### src/rtl/alu_exec_ctrl.sv
// Sequencer between instruction decode and the 16-bit ALU: issues ALU passes, latches flags, hands result to writeback.
// Optional feature macro MULTI_PASS_SHIFT_EN: splits SLL/SRL/SRA into passes of at most MAX_STEP bits.
module alu_exec_ctrl #(
  parameter int unsigned WIDTH    = 16,
  parameter int unsigned MAX_STEP = 7,
  parameter int unsigned SHAMT_W  = 4
) (
  input  logic             clk,
  input  logic             rst_n,
  input  logic             req_valid,
  output logic             req_ready,
  input  logic [3:0]       req_op,
  input  logic [WIDTH-1:0] req_a,
  input  logic [WIDTH-1:0] req_b,
  input  logic             flush,
  output logic [3:0]       alu_opcode,
  output logic [WIDTH-1:0] alu_in1,
  output logic [WIDTH-1:0] alu_in2,
  input  logic [WIDTH-1:0] alu_result,
  input  logic             alu_s,
  input  logic             alu_z,
  input  logic             alu_c,
  input  logic             alu_v,
  output logic             wb_valid,
  input  logic             wb_ready,
  output logic [WIDTH-1:0] wb_data,
  output logic             wb_en,
  output logic             wb_illegal,
  output logic [3:0]       flags_szcv,
  output logic             busy
);

`ifdef MULTI_PASS_SHIFT_EN
  localparam bit SPLIT_EN = 1'b1;
`else
  localparam bit SPLIT_EN = 1'b0;
`endif

  localparam logic [3:0] OP_CMP  = 4'd5;
  localparam logic [3:0] OP_SLL  = 4'd8;
  localparam logic [3:0] OP_SRL  = 4'd10;
  localparam logic [3:0] OP_SRA  = 4'd11;
  localparam logic [3:0] OP_IDLE = 4'd15;

  typedef enum logic [1:0] {IDLE, EXEC, DONE} state_t;

  state_t             state_q, state_d;
  logic [3:0]         op_q, op_d;
  logic [WIDTH-1:0]   acc_q, acc_d;
  logic [WIDTH-1:0]   b_q, b_d;
  logic [SHAMT_W-1:0] rem_q, rem_d;
  // High once the ALU inputs for the current pass are sitting on the output registers.
  logic               issued_q, issued_d;

  logic [3:0]         alu_opcode_d;
  logic [WIDTH-1:0]   alu_in1_d, alu_in2_d, wb_data_d;
  logic               wb_valid_d, wb_en_d, wb_illegal_d;
  logic [3:0]         flags_d;

  logic               split_c, illegal_c;
  logic [SHAMT_W-1:0] step_c, rem_left_c;

  function automatic logic [SHAMT_W-1:0] step_of(input logic [SHAMT_W-1:0] r);
    return (r > SHAMT_W'(MAX_STEP)) ? SHAMT_W'(MAX_STEP) : r;
  endfunction

  assign split_c    = SPLIT_EN && ((op_q == OP_SLL) || (op_q == OP_SRL) || (op_q == OP_SRA));
  assign illegal_c  = (op_q == 4'd7) || (op_q >= 4'd13);
  assign step_c     = step_of(rem_q);
  assign rem_left_c = split_c ? (rem_q - step_c) : '0;

  // Next-state and next-output logic.
  always_comb begin
    state_d      = state_q;
    op_d         = op_q;
    acc_d        = acc_q;
    b_d          = b_q;
    rem_d        = rem_q;
    issued_d     = issued_q;
    alu_opcode_d = alu_opcode;
    alu_in1_d    = alu_in1;
    alu_in2_d    = alu_in2;
    wb_valid_d   = wb_valid;
    wb_data_d    = wb_data;
    wb_en_d      = wb_en;
    wb_illegal_d = wb_illegal;
    flags_d      = flags_szcv;

    case (state_q)
      IDLE: begin
        alu_opcode_d = OP_IDLE;
        alu_in1_d    = '0;
        alu_in2_d    = '0;
        if (req_valid && req_ready) begin
          op_d     = req_op;
          acc_d    = req_a;
          b_d      = req_b;
          rem_d    = req_b[SHAMT_W-1:0];
          issued_d = 1'b0;
          state_d  = EXEC;
        end
      end
      EXEC: begin
        if (flush) begin
          state_d      = IDLE;
          wb_valid_d   = 1'b0;
          alu_opcode_d = OP_IDLE;
          alu_in1_d    = '0;
          alu_in2_d    = '0;
        end else if (!issued_q) begin
          alu_opcode_d = op_q;
          alu_in1_d    = acc_q;
          alu_in2_d    = split_c ? WIDTH'(step_c) : b_q;
          issued_d     = 1'b1;
        end else begin
          acc_d = alu_result;
          rem_d = rem_left_c;
          if (rem_left_c != '0) begin
            // Chain the next shift pass straight from this pass's result.
            alu_in1_d = alu_result;
            alu_in2_d = WIDTH'(step_of(rem_left_c));
          end else begin
            state_d      = DONE;
            alu_opcode_d = OP_IDLE;
            alu_in1_d    = '0;
            alu_in2_d    = '0;
            wb_valid_d   = 1'b1;
            wb_data_d    = illegal_c ? '0 : alu_result;
            wb_en_d      = !illegal_c && (op_q != OP_CMP);
            wb_illegal_d = illegal_c;
            if (!illegal_c) flags_d = {alu_s, alu_z, alu_c, alu_v};
          end
        end
      end
      DONE: begin
        if (flush || wb_ready) begin
          state_d      = IDLE;
          wb_valid_d   = 1'b0;
          wb_en_d      = 1'b0;
          wb_illegal_d = 1'b0;
        end
      end
      default: state_d = IDLE;
    endcase
  end

  // State and output registers.
  always_ff @(posedge clk or negedge rst_n) begin
    if (!rst_n) begin
      state_q    <= IDLE;
      op_q       <= '0;
      acc_q      <= '0;
      b_q        <= '0;
      rem_q      <= '0;
      issued_q   <= 1'b0;
      req_ready  <= 1'b1;
      busy       <= 1'b0;
      alu_opcode <= OP_IDLE;
      alu_in1    <= '0;
      alu_in2    <= '0;
      wb_valid   <= 1'b0;
      wb_data    <= '0;
      wb_en      <= 1'b0;
      wb_illegal <= 1'b0;
      flags_szcv <= '0;
    end else begin
      state_q    <= state_d;
      op_q       <= op_d;
      acc_q      <= acc_d;
      b_q        <= b_d;
      rem_q      <= rem_d;
      issued_q   <= issued_d;
      req_ready  <= (state_d == IDLE);
      busy       <= (state_d != IDLE);
      alu_opcode <= alu_opcode_d;
      alu_in1    <= alu_in1_d;
      alu_in2    <= alu_in2_d;
      wb_valid   <= wb_valid_d;
      wb_data    <= wb_data_d;
      wb_en      <= wb_en_d;
      wb_illegal <= wb_illegal_d;
      flags_szcv <= flags_d;
    end
  end

endmodule

### config.mk
export PLATFORM = sky130hd
export DESIGN_NAME = alu_exec_ctrl
export DESIGN_NICKNAME = d
export VERILOG_FILES = /design/src/rtl/alu_exec_ctrl.sv
export SDC_FILE = /design/constraint.sdc
export NUM_CORES = 1
export LEC_CHECK = 0
export ABC_CLOCK_PERIOD_IN_PS = 3710
export CAP_MARGIN = 30
export CELL_PAD_IN_SITES_DETAIL_PLACEMENT = 2
export CELL_PAD_IN_SITES_GLOBAL_PLACEMENT = 2
export CORE_ASPECT_RATIO = 2
export CORE_MARGIN = 1
export CORE_UTILIZATION = 34
export CTS_BUF_LIST = sky130_fd_sc_hd__clkbuf_4 sky130_fd_sc_hd__clkbuf_8 sky130_fd_sc_hd__clkbuf_16
export CTS_CLUSTER_SIZE = 24
export DETAILED_ROUTE_END_ITERATION = 7
export PLACE_DENSITY = 0.95
export SLEW_MARGIN = 5
export SYNTH_ARGS = -nofsm -noshare
export SYNTH_HDL_FRONTEND = slang
export SYNTH_SLANG_ARGS = --single-unit
### constraint.sdc
create_clock -name clk -period 3.71 [get_ports clk]
set_input_delay 0.742 -clock clk [delete_from_list [all_inputs] [get_ports clk]]
set_output_delay 0.742 -clock clk [all_outputs]
set_load 0.05 [all_outputs]
==> impl_metrics.yaml, run 1 <==
worst_setup_path:
  start_kind: "input port"
  cp.arrival_ps: 2690
  end_kind: "register"
  rr_worst_depth: 3
  path_max_fanout: 16
  r2r_setup_slack_ps: 1720
  rr_endpoint: "acc_q[8]"
  critical_path_class: "input port to register"
  rr_startpoint: "state_q[0]"
  required_ps: 3940
finish:
  fillers: 1102
  n_antenna_cell: 0
  final_util_pct: 50.0
  fin_cells: 538
  final_common_cell: "clkdlybuf4s50_1"
  fin_area_um2: 5710
  nNetsFinal: 452
  seq_area_um2: 2510
  area_growth_pct: 42.2
  final_cell_mix: "clkdlybuf4s50_1 (120), dfrtp_1 (94), a22o_1 (48), mux2_2 (35), mux2_4 (18)"
  drive_gt1_share_pct: 23.5
  multi_input_area_um2: 1380
timing:
  setup_viol: 0
  fin_skew_ps: 9.77
  holdWs_ps: 201
  rsz0062_at_grt: "false"
  fin_crit_sh_pct: 66.4
  period_needed_ps: 2460
  hold_violations: 0
  maxSlewViolCount: 0
  finalSetupTns_ps: 0
  slew-limit-headroom_pct: 57.2
  fmax_mhz: 406
  setup_slack_ps: 1250
  worst_pin_slew_ps: 640
pwr:
  peakVddDrop_uv: 491
  powerDensity_nw_per_um2: 847
  finalPower_mw: 4.83
  leakagePower_nw: 2.50
yosys:
  syn_nets: 328
  synthCells: 267
  ys_seq_area_share_pct: 62.5
  synth.distinct_cells: 28
  ys_seq_elements: 100
  yosys_warnings: 0
  syn_avg_cell_area_um2: 15.0
  synth.cell_area_um2: 4020
cts:
  cts_sinks: 100
  htree_levels: 3
  clockBufferDepth: 2
  cts_resized: 0
  clk_pin_slew_ps: 70
  tritoncts: "built"
  numCtsBuffers: 9
  clock_latency_ps: 350
  holdBufCountCts: 0
  root_buffer: "clkbuf_16"
  cts_setup_buffers: 0
grt:
  grt_pass1_vias: 3281
  gr-usage-met3_pct: 2.98
  grt_usage_pct: 20.2
  gr-usage-met1_pct: 21.9
  met2_usage_pct: 38.5
  antenna_found_initial: 0
  grt_pass1_wl_um: 18500
  grt_overflow: 0
  grt_max_degree: 74
  busiest_layer: "met2"
die:
  dieWidth_um: 78.8
  start_util_pct: 35.1
  die_area_um2: 12300
  die_y_um: 156
  core-area_um2: 11400
  num_io_pins: 122
  num_rows: 55
placed_design:
  place_area_um2: 5360
  dpl.cell_count: 520
  portBuffers: 121
  hpwl_um: 8410
  place_congestion: 0.788
  preCtsSetupSlack_ps: 907
route:
  ant_nets: 0
  drtIter0Drc: 92
  wl_um: 11600
  wl_per_cell_um: 21.5
  drc: 0
  drt_first_pass_iters: 4
  dr_total_vias: 2729
  viasPerCell: 5.07
run:
  maxCapViolCount: 0
status:
  status: "completed"
min_path:
  hold_path.class: "input port to asynchronous set/reset pin"
## layer usage
| layer | up-vias | part of all wire [%] |
|---|---|---|
| li1 | 1222 | - |
| met1 | 1416 | 36 |
| met2 | 77 | 59 |
| met3 | 14 | 3.0 |
| met4 | 0 | 2.1 |
| met5 | - | 0 |
## power by group
group	internal [mW]	switching, mW
Combinational	0.909	1.19
Sequential	1.50	0.288
Clock	0.538	0.401
## logic make-up (layout without fill, tap and decap cells)
family	after synthesis	count (layout)	synth area share, %
multiplexers	56	56	17.4
AND/OR/NAND/NOR	21	21	3.37
flip-flops	100	100	62.5
AO/OA/AOI/OAI	65	65	13.0
adder cells (fa/ha/maj)	1	1	0.249
buffers and inverters	24	153	3.49
## cells in the mapped netlist
| master | count | share of area (%) |
|---|---|---|
| or4b_4 | 1 | 0.34 |
| nor3b_1 | 1 | 0.19 |
| o211ai_1 | 1 | 0.19 |
| mux2_4 | 18 | 6.7 |
| a21oi_1 | 9 | 1.1 |
| o22ai_1 | 1 | 0.16 |
| nand3b_1 | 3 | 0.56 |
| maj3_1 | 1 | 0.25 |
| a21oi_4 | 1 | 0.41 |
| clkbuf_1 | 6 | 0.56 |
| mux2_2 | 35 | 9.8 |
| nor2_1 | 7 | 0.65 |
| nand2_1 | 1 | 0.093 |
| nor3_2 | 1 | 0.25 |
| nand4bb_1 | 1 | 0.28 |
| or3b_2 | 1 | 0.22 |
| a22o_1 | 48 | 10 |
| buf_4 | 4 | 0.75 |
| dfstp_2 | 5 | 3.3 |
| mux2_1 | 3 | 0.84 |
| o21ai_0 | 4 | 0.50 |
| or2_2 | 1 | 0.16 |
| a21o_1 | 1 | 0.19 |
| nand2b_1 | 4 | 0.62 |
| buf_2 | 4 | 0.50 |
| dfrtp_1 | 95 | 59 |
| buf_6 | 4 | 1.1 |
| inv_1 | 6 | 0.56 |
## worst max-delay path, cell delays in order
cell and delay [ps]:
clkdlybuf4s50_1 590, nand3b_1 340, a21oi_4 590, mux2_2 410
## worst max path at each step
stage	startpoint	end	slack (ps)	cells after the start
5_1_grt	flush	acc_q[8]	1150	4
3_5_place_dp	flush	acc_q[8]	910	4
3_3_place_gp	flush	acc_q[9]	970	4
4_1_cts	flush	acc_q[8]	1240	4
2_1_floorplan	flush	acc_q[10]	1870	4
6_report	flush	acc_q[8]	1250	4
## final cells by class
class                      count  area share, %
sequential                   100           44.0
multi-input combinational    143           24.2
timing repair buffer         131           23.1
clock buffer                  14           5.04
tap                          142           3.11
inverter                       6          0.394
clock inverter                 2          0.285
## state kept, by name, summed over array words and instances (netlist names)
name        cells
acc_q          16
alu_in1        16
alu_in2        16
alu_opcode      4
b_q            16
busy            1
flags_szcv      4
issued_q        1
op_q            4
req_ready       1
state_q         2
wb_data        16
wb_en           1
wb_illegal      1
wb_valid        1
Power figures use the tool's default switching activity.
==> run 2: changes to the inputs <==
ABC_CLOCK_PERIOD_IN_PS = 2600   (was 3710)
CORE_UTILIZATION = 31   (was 34)
PLACE_DENSITY = 0.9   (was 0.95)
clock period = 2.6 ns   (was 3.71 ns; I/O delays follow)
==> run 2 against run 1 <==
Net effect: worst setup slack got worse by 870 ps; via count rose by 0.70%; flip-flop and latch count did not move; die area rose by 9.5%.
==> impl_metrics.yaml, run 2 (same netlist as run 1, synthesis figures left out) <==
worst_setup_path:
  critical_path_class: "register to primary output"
  cp_num_buf_inv: 1
  start_kind: "register"
  end_kind: "primary output"
  path_max_fanout: 2
  r2r_setup_slack_ps: 800
  cp.arrival_ps: 1700
  required_ps: 2080
  slowest_stage: "clkdlybuf4s50_1"
  critPathMaxStageDelay_ps: 800
  crit_chain: "clkdlybuf4s50_1"
  crit_family: "buffers and inverters"
pwr:
  p_int_mw: 4.22
  peakVddDrop_uv: 583
  p_seq_share_pct: 37.0
  p_comb_share_pct: 43.3
  leakagePower_nw: 2.50
  p_sw_share_pct: 39.0
  clkPwrFrac_pct: 19.7
  powerDensity_nw_per_um2: 1210
  p_sw_mw: 2.70
cts:
  clock_latency_ps: 350
  cts_resized: 0
  cts_sinks: 100
  root_buffer: "clkbuf_16"
  tritoncts: "built"
  htree_levels: 3
  holdBufCountCts: 0
  clk_pin_slew_ps: 70
  cts_setup_buffers: 0
  numCtsBuffers: 9
  clockBufferDepth: 2
finish:
  seq_area_um2: 2510
  drive_gt1_share_pct: 23.7
  final_util_pct: 45.2
  multi_input_area_um2: 1380
  fillers: 1247
  nNetsFinal: 453
  final_cell_mix: "clkdlybuf4s50_1 (120), dfrtp_1 (94), a22o_1 (48), mux2_2 (35), mux2_4 (18)"
  final_common_cell: "clkdlybuf4s50_1"
  area_growth_pct: 42.1
  n_antenna_cell: 0
route:
  ant_nets: 0
  dr_total_vias: 2748
  drt_first_pass_iters: 4
  drc: 0
  viasPerCell: 5.02
  wl_um: 11800
  wl_per_cell_um: 21.5
  drtIter0Drc: 82
placed_design:
  place_congestion: 0.792
  hpwl_um: 8510
  portBuffers: 121
timing:
  fmax_mhz: 450
  setup_viol: 0
  hold_violations: 0
  rsz0062_at_grt: "false"
  period_needed_ps: 2220
  worst_pin_slew_ps: 699
  finalSetupTns_ps: 0
  fin_crit_sh_pct: 85.5
  fin_skew_ps: 10.9
  maxSlewViolCount: 0
  slew-limit-headroom_pct: 53.4
die:
  core-area_um2: 12600
  num_rows: 58
  start_util_pct: 31.8
  dieWidth_um: 82.5
  die_y_um: 163
  die_area_um2: 13400
  num_io_pins: 122
grt:
  grt_usage_pct: 19.1
  grt_pass1_wl_um: 18500
  grt_overflow: 0
  grt_pass1_vias: 3197
  antenna_found_initial: 0
  grt_max_degree: 53
run:
  maxCapViolCount: 0
status:
  status: "completed"
min_path:
  hold_path.class: "input port to asynchronous set/reset pin"
[run 2: cell types whose count changed in the layout (fill, tap and decap cells not counted)]
cell	change
buf_16	-1
buf_4	+2
bufinv_16	+1
clkbuf_4	-1
clkbuf_8	-3
clkinv_2	+2
clkinvlp_4	+1
[run 2: area by class of cell]
type | instances | area share [%]
multi-input combinational | 143 | 24.2
clock inverter | 6 | 1.12
inverter | 6 | 0.395
sequential | 100 | 44.0
clock buffer | 10 | 4.19
tap | 150 | 3.29
timing repair buffer | 132 | 22.9
[run 2: power groups by stage]
stage	clock [mW]	sequential, mW	combinational, mW
2_1_floorplan	0	3.36	1.18
3_3_place_gp	0	2.53	2.91
3_5_place_dp	0	2.59	3.02
4_1_cts	1.40	2.57	3.04
5_1_grt	1.45	2.63	3.16
6_report	1.36	2.56	3.00
[run 2: metal layers]
layer  vias up  share of wire (%)  GRT usage (%)
li1       1224                  -              -
met1      1433                 37           21.6
met2        75                 57           34.4
met3        16                2.9           3.31
met4         0                2.2           7.50
met5         -                  0              0
[run 2: path summary, 6_finish.rpt]
kind	from	endpoint	cells after the start
setup / recovery	alu_opcode[3]	alu_opcode[3]	1
hold / removal	rst_n	busy	1
setup reg to reg	state_q[0]	acc_q[4]	4
hold reg to reg	alu_opcode[0]	alu_opcode[0]	2
max in group asynchronous	rst_n	alu_in1[12]	2
min in group clk	alu_opcode[0]	alu_opcode[0]	2
[run 2: metrics by stage]
stage / std cells / power [mW] / cell area (um^2) / hold WS [ps] / worst slack (ps)
after detailed placement: 531 / 5.61 / 5400 / 473 / 253
final: 547 / 6.91 / 5710 / 207 / 377
after global placement: 531 / 5.44 / 5400 / 462 / 340
after floorplan: 267 / 4.54 / 4020 / 224 / 852
after CTS: 547 / 7.02 / 5710 / 234 / 349
after global routing: 547 / 7.24 / 5710 / 249 / 339
